### src/rtl/priority_decoder.sv
// Buffered one-hot decoder for {nz, index} symbols from a priority encoder.
// DEPTH-entry circular FIFO with transfer and all-zero statistics counters.
module priority_decoder #(
  parameter int unsigned DEPTH = 2,
  parameter int unsigned CNT_W = 8
) (
  input  logic             clk,
  input  logic             rst,
  input  logic             in_valid,
  input  logic [1:0]       in_q,
  input  logic             in_nz,
  output logic             in_ready,
  output logic             out_valid,
  output logic [3:0]       out_d,
  input  logic             out_ready,
  output logic [CNT_W-1:0] xfer_cnt,
  output logic [CNT_W-1:0] zero_cnt
);

  localparam int unsigned AW = (DEPTH > 1) ? $clog2(DEPTH) : 1;
  localparam logic [AW:0] FULL_LVL = (AW + 1)'(DEPTH);

  logic [2:0]       mem_q [DEPTH];
  logic [AW-1:0]    wr_ptr_q, wr_ptr_d;
  logic [AW-1:0]    rd_ptr_q, rd_ptr_d;
  logic [AW:0]      count_q, count_d;
  logic             ready_en_q;
  logic [CNT_W-1:0] xfer_q, xfer_d;
  logic [CNT_W-1:0] zero_q, zero_d;
  logic [2:0]       head;
  logic             push, pop;

  // ready_en_q keeps in_ready low through reset and the edge coincident with release
  assign in_ready  = ready_en_q && (count_q < FULL_LVL);
  assign out_valid = (count_q != '0);
  assign push      = in_valid && in_ready;
  assign pop       = out_valid && out_ready;

  assign head  = mem_q[rd_ptr_q];
  assign out_d = (out_valid && head[2]) ? (4'b0001 << head[1:0]) : 4'b0000;

  assign xfer_cnt = xfer_q;
  assign zero_cnt = zero_q;

  always_comb begin
    wr_ptr_d = wr_ptr_q;
    rd_ptr_d = rd_ptr_q;
    count_d  = count_q;
    xfer_d   = xfer_q;
    zero_d   = zero_q;
    if (push) wr_ptr_d = wr_ptr_q + 1'b1;
    if (pop) begin
      rd_ptr_d = rd_ptr_q + 1'b1;
      xfer_d   = xfer_q + 1'b1;
      if ((out_d == 4'b0000) && (zero_q != '1)) zero_d = zero_q + 1'b1;
    end
    case ({push, pop})
      2'b10:   count_d = count_q + 1'b1;
      2'b01:   count_d = count_q - 1'b1;
      default: count_d = count_q;
    endcase
  end

  always_ff @(posedge clk or negedge rst) begin
    if (!rst) begin
      wr_ptr_q   <= '0;
      rd_ptr_q   <= '0;
      count_q    <= '0;
      ready_en_q <= 1'b0;
      xfer_q     <= '0;
      zero_q     <= '0;
    end else begin
      wr_ptr_q   <= wr_ptr_d;
      rd_ptr_q   <= rd_ptr_d;
      count_q    <= count_d;
      ready_en_q <= 1'b1;
      xfer_q     <= xfer_d;
      zero_q     <= zero_d;
    end
  end

  // Storage is not reset; out_d is masked by out_valid instead.
  always_ff @(posedge clk) begin
    if (push) mem_q[wr_ptr_q] <= {in_nz, in_q};
  end

endmodule

### config.mk
export PLATFORM = sky130hd
export DESIGN_NAME = priority_decoder
export DESIGN_NICKNAME = d
export VERILOG_FILES = /design/src/rtl/priority_decoder.sv
export SDC_FILE = /design/constraint.sdc
export NUM_CORES = 1
export LEC_CHECK = 0
export CAP_MARGIN = 10
export CORE_ASPECT_RATIO = 1.1
export CORE_MARGIN = 1
export CORE_UTILIZATION = 47
export DETAILED_ROUTE_END_ITERATION = 16
export GPL_TIMING_DRIVEN = 1
export PLACE_DENSITY = 0.76
export SETUP_SLACK_MARGIN = 0.15
export SLEW_MARGIN = 25
export SYNTH_ARGS = -nofsm -noshare
export SYNTH_HDL_FRONTEND = slang
export SYNTH_SLANG_ARGS = --single-unit
### constraint.sdc
create_clock -name clk -period 4.7 [get_ports clk]
set_input_delay 0.94 -clock clk [delete_from_list [all_inputs] [get_ports clk]]
set_output_delay 0.94 -clock clk [all_outputs]
set_load 0.02 [all_outputs]
==> run summary <==
status: finished clean
maximum clock rate: 342 MHz
Async S/R FF share, synth: 77.8%
Vias: 879
routed wire length: 2180 um
RSZ-0062 raised after global routing: false
hold buffer count at CTS: 0
Flop pwr share: 45.2%
Synth Flop Type: dfrtp_1
min-delay src: xfer_cnt[7]
Final ANT Viol Nets: 0
vias in the first global route: 833
Post-CTS Resized: 0
syn_area_per_cell: 11.8 um2
die area: 2900 um2
MaxCap Viol Count: 0
Psw: 357 uW
critical path data arrival time: 1980 ps
Post-CTS Repair Setup Buffers: 0
endpoints failing setup: 0
1st-pass router iterations: 4
Initial Util: 50.1%
GRT Overall Usage: 17.3%
WL per Instance: 12.9 um
Setup Crit Path Kind: reg -> out
count leader, synth: dfrtp_1
first-pass GRT wire length: 3710 um
CTS tree: done
Sw Ratio: 39.2%
# IOs: 29
Clock Latency Late Sink: 310 ps
Pins Over Slew Limit: 0
Synth Cell Area: 1260 um2
crit path from: rd_ptr_q
core area: 2520 um2
GR Overflow Total: 0
final cycle utilization of the critical path: 62.2%
Die Width: 51.4 um
Inserted Diodes: 0
root buf cell: clkbuf_4
DR vias/cell: 5.20
Synth Warn #: 0
FP Rows: 19
synth cell count leaders: 21 x dfrtp_1, 13 x xnor2_1, 10 x nor2_1, 9 x nand2_1
Synth area leaders: dfrtp_1 42%, edfxtp_1 14%, xnor2_1 9.0%
hold crit path type: reg -> reg
Cell Count Post-Placement: 165
Seq/Total Area, Yosys: 55.9%
Max clock buf depth: 2
Mapped Cells: 107
Worst R2R Start: rd_ptr_q
Combinational Power Share: 44.5%
Mapped Nets: 117
EDFF count, synth: 6
Placer Congestion: 0.883
Yosys cell types: 30
die height: 56.4 um
largest net degree at the start of global routing: 22
Clock Power Share: 10.3%
total leakage power: 0.661 nW
CP max FO: 10
PortBufs: 28
skew final: 6.49 ps
area leader, netlist: dfrtp_1
clk sinks: 27
fraction of layout cells with a size suffix above 1: 9.42%
Num CTS Buffers: 3
final cell count without fillers: 169
synth-to-layout area growth: 26.1%
fin crit period: 2920 ps
Clock transition at path regs: 130 ps
worst vdd ir: 0.371 mV
Final Hold Viols: 0
crit end category: output port
drt first-iter violations: 17
pwr dens: 572 nW/um2
Seq cells post-synth: 27
Yosys top cell area share: 41.6%
final net count: 149
Worst Path Required: 3760 ps
Max H-tree Level: 1
HPWL after detailed placement: 1650 um
critical path startpoint category: flop
internal power: 553 uW
DRC: 0
antenna violations before repair: 0
R2R Setup Slk: 3010 ps
setup total negative slack: 0 ps
## worst max-delay path: stages, from the launching register on
cell             delay, ps
dfrtp_1                560
mux2_4                 370
nand2_1                150
nor2_1                  70
clkdlybuf4s50_1        540
## power by group through the flow
stage | sequential (mW) | clock [mW] | combinational, mW
finish | 0.412 | 0.0935 | 0.405
detailed placement | 0.418 | 0 | 0.409
global placement | 0.410 | 0 | 0.400
CTS | 0.414 | 0.0983 | 0.411
global route | 0.427 | 0.107 | 0.438
floorplan | 0.447 | 0 | 0.212
## stage by stage
stage          area, um2  power (mW)  worst slack (ps)  hold slack (ps)  utilization, %
6_report            1590       0.910              1780              479            63.2
5_1_grt             1590       0.972              1660              486            63.2
4_1_cts             1600       0.923              1760              483            63.4
3_5_place_dp        1570       0.826              2130              462            62.3
3_3_place_gp        1570       0.810              2190              458            62.3
2_1_floorplan       1260       0.659              2600              461               -
## path summary, 6_finish.rpt
check,cells past startpoint,to
min in group asynchronous,1,zero_cnt[2]
worst min-delay path,1,xfer_cnt[7]
worst max-delay path,4,out_d[2]
max in group asynchronous,1,wr_ptr_q
worst max register to register,4,zero_cnt[1]
worst min register to register,1,xfer_cnt[7]
## cell usage in the layout (no fill, tap or decap)
master,n
nand2_1,9
clkbuf_1,1
nor3_4,1
a211oi_1,1
inv_1,4
conb_1,1
clkdlybuf4s50_1,27
a21oi_1,3
ha_1,3
o21ai_4,1
a31oi_1,1
o32a_2,1
mux2i_1,1
nand3_1,6
xnor2_1,13
nand3_2,1
nand3b_1,1
clkbuf_4,3
nand4_1,4
nor2_1,10
buf_2,1
nor3_1,2
o21ai_0,2
and3_1,3
o21ai_2,1
or2_2,1
xor2_1,3
edfxtp_1,6
a32oi_1,1
mux2_4,3
nor2b_1,1
dfrtp_1,21
and4_1,1
## routing by layer
layer | share of wire [%] | global-route usage, %
met5 | 0 | 0
met4 | 1.2 | 8.11
met3 | 2.7 | 4.07
met2 | 52 | 28.6
met1 | 44 | 21.0
## area by class of cell
cell class | instances | area (um2)
Sequential cell | 27 | 706
Tap cell | 31 | 38.8
Timing Repair Buffer | 28 | 275
Inverter | 4 | 15.0
Fill cell | 213 | 928
Clock buffer | 4 | 26.3
Multi-Input combinational cell | 75 | 531
## flip-flops by register name, indices dropped and copies added, names as in the netlist
name and cells:
count_q 2, mem_q 6, rd_ptr_q 1, ready_en_q 1, wr_ptr_q 1, xfer_cnt 8
zero_cnt 8
## cells by family (layout without fill, tap and decap cells)
| kind of cell | Yosys count | count (layout) | synth area share (%) |
|---|---|---|---|
| multiplexers | 4 | 4 | 4.36 |
| other | 1 | 1 | 0.297 |
| buffers and inverters | 5 | 36 | 2.08 |
| adder cells (fa/ha/maj) | 3 | 3 | 2.97 |
| AND/OR/NAND/NOR | 40 | 40 | 16.7 |
| XOR/XNOR | 16 | 16 | 11.1 |
| AO/OA/AOI/OAI | 11 | 11 | 6.64 |
| flip-flops | 27 | 27 | 55.9 |
Power figures use the tool's default switching activity.
==> patch, RTL diff (config.mk and constraints unchanged) <==
Reset style: synchronous (`rst`), changed in one clocked block.
--- a/src/rtl/priority_decoder.sv
+++ b/src/rtl/priority_decoder.sv
@@ -63,3 +63,3 @@
 
-  always_ff @(posedge clk or negedge rst) begin
+  always_ff @(posedge clk) begin
     if (!rst) begin
Check against the original RTL: differs if rst is asserted again (counterexample within 4 cycles, from zero or initial values and one cycle with rst low); with rst held inactive, the same outputs for 10 cycles.
==> patch against the unedited design <==
- sequential share of layout area fell by 6.3 points
- sequential cell count up 1
- area after synthesis is 2.5% higher
- setup slack worse by 0.14 ns
- routed wire length grew 20%
- utilization rose by 0.93 points
- via count rose by 14%
- cell area increased by 2.4%
- largest cell class is now multi-input combinational cells
- register-to-register slack got worse by 0.16 ns
- count of clock-buffer cells in the layout unchanged
- first-iteration DRC count rose by 120%
- highest routed layer unchanged
Power is not compared: it rests on default switching activity, and its combinational part moved more than twofold at a synthesized area within 25%.
==> patch: results (changes against the unedited design) <==
| Metric | Value |
|---|---|
| Run status | completed |
| WL per Instance | 14.1 um (+9.3%) |
| Global-route wire length before repair | 4.43 mm (+20%) |
| List of most frequent post-synthesis cells | sky130_fd_sc_hd__dfxtp_1 (22), sky130_fd_sc_hd__and2_1 (14), sky130_fd_sc_hd__xnor2_1 (11) |
| Proportion of synthesized flip-flops having asynchronous set or reset | 0 (-0.778) |
| Layout cells sized above 1 | 0.0645 (-0.0297) |
| Clk pin slew, worst setup/hold paths | 0.15 ns (+0.02 ns) |
| Max FO, Critical Path | 9 (-1) |
| Number of cells in the design after placement | 182 (+10%) |
| Top_reg_cell synth | sky130_fd_sc_hd__dfxtp_1 |
| NumNets Final | 166 (+11%) |
| Area contributors post-synth | sky130_fd_sc_hd__dfxtp_1 (34%), sky130_fd_sc_hd__edfxtp_1 (14%), sky130_fd_sc_hd__xnor2_1 (7.4%), sky130_fd_sc_hd__and2_1 (6.8%), sky130_fd_sc_hd__ha_1 (2.9%) |
| Number of non-filler instances in the completed layout | 186 (+10%) |
| Placement Cell Area | 1590 um2 (+1.5%) |
| Pre-CTS setup slack | 2.01 ns (-0.117 ns) |
| Worst clock skew | 0.00805 ns (+0.00156 ns) |
| Largest net degree at the start of global routing | 23 (+4.5%) |
| Peak VDD IR | 0.000286 V |
| Via density | 5.41 (+4.0%) |
| Syn Nets | 136 (+16%) |
| All-layer global routing usage | 0.200 (+0.0264) |
| Proportion of synthesized chip area in sequential cells | 0.480 (-0.0793) |
| Post-synthesis cell type count | 34 (+13%) |
| Number of standard cells after synthesis | 126 (+18%) |
| Number of levels in the clock H-tree | 1 (unchanged) |
| Routability Congestion | 0.754 (-15%) |
| HPWL reported at the end of detailed placement | 1.96 mm (+19%) |
| Cell with the biggest individual delay on the critical path | sky130_fd_sc_hd__dfxtp_1 |
| Number of global-route vias before repair | 994 (+19%) |
==> patch: worst paths after layout <==
kind / from / to / slack (ns) / cells after the start
worst max-delay path: flip-flop / out_d[2] / 1.64 / 4
worst min-delay path: zero_cnt[7]$_SDFFE_PN0P_ / zero_cnt[7]$_SDFFE_PN0P_ / 0.52 / 2
worst max register to register: count_q[1]$_SDFFE_PN0P_ / count_q[1]$_SDFFE_PN0P_ / 2.85 / 5
worst min register to register: zero_cnt[7]$_SDFFE_PN0P_ / zero_cnt[7]$_SDFFE_PN0P_ / 0.52 / 2
==> patch: logic make-up after synthesis <==
group	Yosys count	synth area share
fa+ha+maj	3	0.0290
buf+inv	6	0.0252
compound gates	21	0.129
simple gates	53	0.224
mux	2	0.0251
xor+xnor	13	0.0880
flops	28	0.480
==> patch: stage by stage <==
stage           util  hold slack [ns]
2_1_floorplan      -            0.511
3_3_place_gp   0.627            0.489
3_5_place_dp   0.627            0.508
4_1_cts        0.641            0.527
5_1_grt        0.641            0.544
6_report       0.641            0.520
==> patch: routing by layer <==
layer,global-route usage,vias to the layer above,part of all wire
met1,0.265,472,0.46
met2,0.332,26,0.49
met4,0.0695,0,0.0065
met3,0.0240,2,0.037
met5,0,-,0
li1,-,506,-
==> patch: cell type report <==
| cell class | count | area share |
|---|---|---|
| tap | 31 | 0.0238 |
| timing repair buffer | 28 | 0.172 |
| sequential | 28 | 0.381 |
| inverter | 3 | 0.00844 |
| clock buffer | 4 | 0.0223 |
| multi-input combinational | 92 | 0.393 |
==> patch: worst reg2reg max path, delay by kind of cell (launching register included) <==
kind,cells,cell delay [ns]
AOI/OAI and AO/OA,2,0.57
DFF,1,0.39
adders and majority gates,1,0.34
and+or+nand+nor,1,0.34
buffers and inverters,1,0.14
==> patch: report_power, final <==
group / internal (uW) / switching, uW / total (uW) / leakage, uW
combinational: 87.6 / 87.4 / 175 / 0.000330
sequential: 269 / 30.3 / 299 / 0.000233
clock: 47.4 / 67.6 / 115 / 0.0000210
